File: config.mk
export PLATFORM = sky130hd
export DESIGN_NAME = dec_hazard_unit
export DESIGN_NICKNAME = d
export VERILOG_FILES = /design/src/rtl/dec_hazard_unit.sv
export SDC_FILE = /design/constraint.sdc
export NUM_CORES = 1
export LEC_CHECK = 0
export CAP_MARGIN = 30
export CORE_MARGIN = 2
export CORE_UTILIZATION = 45
export CTS_CLUSTER_SIZE = 10
export DETAILED_ROUTE_END_ITERATION = 10
export PLACE_DENSITY = 0.67
export SETUP_SLACK_MARGIN = 0.4
export SYNTH_ARGS = -nofsm -noshare
export SYNTH_HDL_FRONTEND = slang
export SYNTH_SLANG_ARGS = --single-unit
File: constraint.sdc
create_clock -name clk -period 3.5 [get_ports clk]
set_input_delay 0.525 -clock clk [delete_from_list [all_inputs] [get_ports clk]]
set_output_delay 0.525 -clock clk [all_outputs]
set_load 0.005 [all_outputs]
File: src/rtl/dec_hazard_unit.sv
// rtl/dec_hazard_unit.sv - decode-stage RAW hazard scoreboard and branch flush control
//
// Purpose:
//   Holds one write-pending down-counter per architectural register. The unit
//   stalls decode while any source that is read still has a write in flight.
//   It squashes fetch/decode for FLUSH_CYCLES cycles after a taken branch.
//
// Parameters:
//   REG_INDEX_BIT_WIDTH  register index width (2**N registers)
//   WB_LATENCY           DEC/EXE capture to register-file-visible latency, 1..7
//   FLUSH_CYCLES         squash length after a taken branch, 1..7
//
// Ports:
//   clk, reset           rising-edge clock, synchronous active-high reset
//   dec_valid            decode holds a valid instruction
//   dec_src1/2(_used)    source register indices and their read qualifiers
//   dec_dst, dec_reg_wrt_en  destination index and its write qualifier
//   exe_br_taken         taken branch or jump resolved in EXE
//   pc_en, fd_en         PC and FE/DEC buffer enables
//   fd_flush             clears the FE/DEC buffer
//   de_bubble            kills writes of the instruction captured into DEC/EXE
//   stall_cnt            stall-cycle counter (only when STALL_CNT_EN is defined)
//
// Configuration macro: STALL_CNT_EN adds the stall_cnt port and its counter.

module dec_hazard_unit #(
  parameter int REG_INDEX_BIT_WIDTH = 4,
  parameter int WB_LATENCY          = 3,
  parameter int FLUSH_CYCLES        = 2
) (
  input  logic                           clk,
  input  logic                           reset,
  input  logic                           dec_valid,
  input  logic [REG_INDEX_BIT_WIDTH-1:0] dec_src1,
  input  logic                           dec_src1_used,
  input  logic [REG_INDEX_BIT_WIDTH-1:0] dec_src2,
  input  logic                           dec_src2_used,
  input  logic [REG_INDEX_BIT_WIDTH-1:0] dec_dst,
  input  logic                           dec_reg_wrt_en,
  input  logic                           exe_br_taken,
`ifdef STALL_CNT_EN
  output logic [31:0]                    stall_cnt,
`endif
  output logic                           pc_en,
  output logic                           fd_en,
  output logic                           fd_flush,
  output logic                           de_bubble
);

  localparam int NREG = 1 << REG_INDEX_BIT_WIDTH;
  localparam int CW   = $clog2(WB_LATENCY + 1);
  localparam logic [CW-1:0] WB_VAL    = CW'(WB_LATENCY);
  localparam logic [2:0]    FLUSH_VAL = 3'(FLUSH_CYCLES - 1);

  logic [CW-1:0] cnt_q [NREG];
  logic [CW-1:0] cnt_d [NREG];
  logic [2:0]    flush_cnt_q;
  logic [2:0]    flush_cnt_d;

  logic hazard;
  logic squash;
  logic issue;

  // Sources are checked against the counters as they stand this cycle. An
  // instruction that reads its own destination therefore sees only the
  // older write, not its own. A count of 1 still stalls because the
  // register file has no same-cycle bypass.
  always_comb begin
    hazard = dec_valid &
             ((dec_src1_used & (cnt_q[dec_src1] != '0)) |
              (dec_src2_used & (cnt_q[dec_src2] != '0)));
    squash = exe_br_taken | (flush_cnt_q != 3'd0);
    issue  = dec_valid & ~hazard & ~squash;
  end

  // A squash leaves the scoreboard alone. Older writes are already past
  // decode and still retire.
  always_comb begin
    for (int i = 0; i < NREG; i++) begin
      cnt_d[i] = (cnt_q[i] != '0) ? cnt_q[i] - CW'(1) : '0;
    end
    if (issue && dec_reg_wrt_en) begin
      cnt_d[dec_dst] = WB_VAL;
    end

    if (exe_br_taken) begin
      flush_cnt_d = FLUSH_VAL;
    end else if (flush_cnt_q != 3'd0) begin
      flush_cnt_d = flush_cnt_q - 3'd1;
    end else begin
      flush_cnt_d = 3'd0;
    end
  end

  always_ff @(posedge clk) begin
    if (reset) begin
      for (int i = 0; i < NREG; i++) begin
        cnt_q[i] <= '0;
      end
      flush_cnt_q <= 3'd0;
    end else begin
      for (int i = 0; i < NREG; i++) begin
        cnt_q[i] <= cnt_d[i];
      end
      flush_cnt_q <= flush_cnt_d;
    end
  end

  // While reset is high, the front end is held. The FE/DEC buffer is flushed
  // and nothing is captured into DEC/EXE.
  always_comb begin
    if (reset) begin
      pc_en     = 1'b0;
      fd_en     = 1'b0;
      fd_flush  = 1'b1;
      de_bubble = 1'b1;
    end else begin
      pc_en     = ~hazard | exe_br_taken;
      fd_en     = ~hazard | squash;
      fd_flush  = squash;
      de_bubble = hazard | squash | ~dec_valid;
    end
  end

`ifdef STALL_CNT_EN
  logic [31:0] stall_cnt_q;
  logic [31:0] stall_cnt_d;

  // Only true data stalls are counted. Squashed cycles do not count.
  always_comb begin
    stall_cnt_d = stall_cnt_q;
    if (hazard && !squash && (stall_cnt_q != 32'hFFFF_FFFF)) begin
      stall_cnt_d = stall_cnt_q + 32'd1;
    end
  end

  always_ff @(posedge clk) begin
    if (reset) begin
      stall_cnt_q <= 32'd0;
    end else begin
      stall_cnt_q <= stall_cnt_d;
    end
  end

  assign stall_cnt = reset ? 32'd0 : stall_cnt_q;
`endif

endmodule

* After elaboration in Yosys (flattened, before gate mapping)
Memory sizes are Yosys's and may differ from the RTL's. Cells that the tools add are included.
Storage, ports and cells: logic and storage cells 121, memory bits (writable) 32, memories kept 1, bits in registers 3, output and inout port bits 4
Memory list:
- cnt_q | depth 16, width 2, read ports 18, clocked after Yosys merged registers in 0, wr ports 16, line 55 | logic [CW-1:0] cnt_q [NREG];
Cells by class: magnitude comparators 2, bitwise gates (word level) 33, add/sub/neg operators 17, muxes and demuxes 44, reduce and logical (&&, ||, !) cells 22
Operators with widths (number):
- $mux W2 | 33
- $reduce_bool A2 Y1 | 18
- $mux W32 | 1
- $or A32 B32 Y32 | 1
- $sub A2 B1 Y2 const B | 16
- $or A1 B1 Y1 | 22
- $mux W1 | 9
- $demux W2 S4 | 1
- $and A1 B1 Y1 | 5
- $ge A5 B5 Y1 const B | 1
- $lt A5 B1 Y1 const B | 1
- $not A4 Y5 | 1
- $not A1 Y1 | 4
- $reduce_bool A3 Y1 | 1
- $reduce_or A3 Y1 | 1
- $sub A3 B1 Y3 const B | 1
- $logic_and A1 B1 Y1 | 2

* Depth between registers and ports, before layout
An unclocked memory read counts as a cell.
word-level depth 11, mapped depth 9

* Worst setup path before layout
OpenSTA, ideal clock, no wires.
path type in2out, start point input port dec_src2[0], end point output port de_bubble, slack 0.819 ns, required time 2.975 ns, path buffers 2, cell stages on the path 8, data arrival time 2.156 ns, cells stage by stage buf_6 -> nor3_2 -> a21oi_1 -> mux4_2 -> a32o_1 -> a211o_1 -> buf_6 -> or3_1
Between the ends: cells in the longest elaborated chain, start to end 8
Ends and longest elaborated chain:
- start, declared | line 36 | input logic [REG_INDEX_BIT_WIDTH-1:0] dec_src2,
- $mem_v2 Z16 W2
- $reduce_bool A2 Y1 | line 71 | (dec_src2_used & (cnt_q[dec_src2] != '0)));
- $and A1 B1 Y1 | line 71
- $or A1 B1 Y1 | line 70 | ((dec_src1_used & (cnt_q[dec_src1] != '0)) |
- $and A1 B1 Y1 | line 69 | hazard = dec_valid &
- $or A1 B1 Y1 (2 in a row) | line 121 | de_bubble = hazard | squash | ~dec_valid;
- $mux W1 | line 112 | if (reset) begin
- end, declared | line 47 | output logic de_bubble
Every way passes these cells.

* Worst setup path in the final report
start point input port dec_src2[0], end point output port fd_en
Between the ends: cells in the longest elaborated chain, start to end 8
Ends and longest elaborated chain:
- $mem_v2 Z16 W2
- $reduce_bool A2 Y1 | line 71
- $and A1 B1 Y1 | line 71
- $or A1 B1 Y1 | line 70
- $and A1 B1 Y1 | line 69
- $not A1 Y1 | line 119 | fd_en = ~hazard | squash;
- $or A1 B1 Y1 | line 119
- $mux W1 | line 112
- end, declared | line 45 | output logic fd_en,
Every way passes these cells.

==> impl_metrics.tcl <==
set metrics [dict create \
    seq_area_frac_synth 0.401 \
    syn_area_sq_um 1750 \
    regToRegSetupSlack_ns 0.94 \
    diodes 0 \
    p_leak_nw 0.720 \
    synth.distinct_cells 27 \
    grt_max_degree 33 \
    start_util 0.474 \
    synth_top_area_frac 0.401 \
    drv_cap 0 \
    routed_via_density 5.93 \
    io_buffers 22 \
    peakVddDrop_uv 253 \
    drt_iter0_drc 130 \
    worstHoldPathCells 1 \
    num_vias 1613 \
    yosys_warnings 0 \
    ant_nets 0 \
    worst_pin_slew_ns 0.448 \
    crit_path_start_kind "input pin" \
    synth_top_cell_by_area "dfxtp_1" \
    wl_per_cell_um 15.7 \
    fp.dieArea_sq_um 4400 \
    max_freq_mhz 332 \
    clock_path_buffers 2 \
    min-delay-start "cnt_q[15][0]$_SDFF_PP0_" \
    cp.arrival_ns 2.49 \
    synthTopCellsByArea "dfxtp_1 40%, o32ai_1 16%, nand2b_1 6.8%, inv_1 4.5%, nor2_1 4.1%" \
    dr.pass1.iters 4 \
    die_w_um 66.3 \
    fin_skew_ns 0.00665 \
    worstReg2RegStart "cnt_q[5][0]$_SDFF_PP0_" \
    relSlewSlack 0.700 \
    crit_fanout 6 \
    htreeDepth 2 \
    setup-violations-final 0 \
    synth_seq_cells 35 \
    end_kind "output port" \
    grt-ovfl-total 0 \
    syn_avg_cell_area_sq_um 8.96 \
    place_hpwl_um 3010 \
    clkSinkCount 35 \
    min_path_type "reg -> reg" \
    finalSetupTns_ns 0 \
    fillers 355 \
    cts_tree "done" \
    drive_gt1_frac 0.143 \
    r2r_cells 9 \
    gp_congestion 0.986 \
    timing.final.crit_share 0.861 \
    finalHoldViolCount 0 \
    layout.nets 244 \
    antenna_found_initial 0 \
    crit_type "in -> out" \
    core_area_sq_um 3690 \
    cellPowerDensity_nw_per_um2 438 \
    reg2reg_to "cnt_q[0][1]$_SDFF_PP0_" \
    cts_root_buf "clkbuf_8" \
    grt_setup_unrepaired "no" \
    die_h_um 66.3 \
    post-route-drc-count 0 \
    cts_made_buffers 5 \
    grt_pass1_vias 1502 \
    num_rows 22 \
    min_to "cnt_q[15][0]$_SDFF_PP0_" \
    required_ns 2.97 \
    fin_crit_ns 3.01 \
    syn_inst 195 \
    outcome "complete, no violations" \
    syn2layout_area_growth_pct 23.8 \
    synth_nets 216 \
    clk_pin_slew_worst_paths_ns 0.07 \
    drt-total-wl_um 4280 \
    slew_viol_final 0 \
    grt_use_total 0.210 \
    insertion_delay_ns 0.28 \
    totalPowerFinal_mw 0.948 \
    ios 23 \
    grt_pass1_wl_um 6910 \
]
layout by cell type, fill, tap and decap left out:
master           netlist  layout
dfxtp_1               35      35
o32ai_1               32      32
inv_1                 21      20
nor2_1                19      19
nand2b_1              19      19
clkdlybuf4s50_1        0      15
nor3_1                13      11
a21oi_1               12      10
nand2_1                7       7
buf_4                  0       7
clkbuf_8               0       5
mux4_2                 3       3
a211oi_1               4       3
or3_1                  3       3
buf_2                  0       3
nor3b_1                2       2
o311a_1                2       2
nor2b_1                2       2
a21oi_2                0       2
nor3_2                 1       2
ha_1                   2       2
bufinv_16              0       2
dlygate4sd2_1          0       2
clkbuf_2               0       2
buf_6                  2       2
a211oi_2               0       1
nor4b_1                1       1
inv_2                  0       1
nor3_4                 0       1
a32o_1                 1       1
a211o_1                1       1
a31oi_1                1       1
nand4_1                1       1
mux2i_1                1       1
nor4_1                 1       1
clkinvlp_4             0       1
dlymetal6s2s_1         0       1
how the worst max path moves through the flow:
stage / depth (start not counted) / end / startpoint / slack (ns)
CTS: 10 / fd_en / dec_src2[0] / 0.41
floorplan: 8 / de_bubble / dec_src2[0] / 0.82
global route: 11 / fd_en / dec_src2[0] / 0.40
global placement: 9 / de_bubble / dec_src2[0] / -0.1
detailed placement: 9 / de_bubble / dec_src2[0] / -0.11
finish: 11 / fd_en / dec_src2[0] / 0.49
routing by layer:
layer  global-route usage  wire (um)  vias up  share of wire
met2                0.344       2060       64           0.48
met3               0.0545        255        2          0.060
li1                     -          -      779              -
met4               0.0612         29        0         0.0068
met1                0.272       1930      768           0.45
met5                    0          0        -              0
state kept, by name, indices dropped and copies added (netlist names):
register	count
cnt_q	32
flush_cnt_q	3
cell families (layout without fill, tap and decap cells):
kind of cell	after synthesis	count (layout)	share of synthesized area
flip-flops	35	35	0.401
AND/OR/NAND/NOR	69	69	0.206
AO/OA/AOI/OAI	53	53	0.238
adder cells (fa/ha/maj)	2	2	0.0143
multiplexers	4	4	0.0444
buffers and inverters	32	61	0.0967
critical path, stage by stage:
cell and delay, ns:
buf_2 0.12, buf_6 0.13, nor3_4 0.18, a21oi_2 0.04, mux4_2 0.44, a32o_1 0.21, a211o_1 0.27, buf_4 0.14
buf_4 0.14, a31oi_1 0.14, clkbuf_2 0.14
cell usage after synthesis, drive strengths merged:
cell type  count
ha             2
o32ai         32
a21oi         12
o311a          2
or3            3
nor4           1
nand2          7
buf            9
nand2b        19
a211o          1
mux2i          1
nor4b          1
nor2          19
a31oi          1
nor2b          2
nand4          1
nor3b          2
nor3          14
mux4           3
a211oi         4
a32o           1
clkbuf         2
inv           21
dfxtp         35
where the power goes:
part / internal [mW] / total, mW / switching, mW
Combinational: 0.0538 / 0.115 / 0.0609
Sequential: 0.401 / 0.403 / 0.00175
Clock: 0.284 / 0.430 / 0.146
cell type report:
class	count	area, sq um	area share
Multi-Input combinational cell	128	906	0.419
Sequential cell	35	701	0.324
Timing Repair Buffer	32	280	0.130
Inverter	21	78.8	0.0365
Clock buffer	5	68.8	0.0318
Clock inverter	3	67.6	0.0313
Tap cell	48	60.1	0.0278
per-stage QoR:
step           worst slack (ns)  cells  utilization  hold WS [ns]  area, sq um
2_1_floorplan             0.819    195            -         0.424         1750
3_3_place_gp            -0.0991    259        0.535         0.433         1970
3_5_place_dp             -0.113    259        0.535         0.448         1970
4_1_cts                   0.408    271        0.585         0.463         2160
5_1_grt                   0.400    272        0.586         0.474         2160
6_report                  0.485    272        0.586         0.468         2160
timing repair:
item / CTS / global route
buffers inserted: 2 / 1
gates cloned: 2 / 0
hold endpoints to repair: 0 / 0
resized for setup: 17 / 10
hold buffers: 0 / 0
pin swaps: 4 / 4
setup endpoints to repair: 3 / 3
Power figures use the tool's default switching activity.
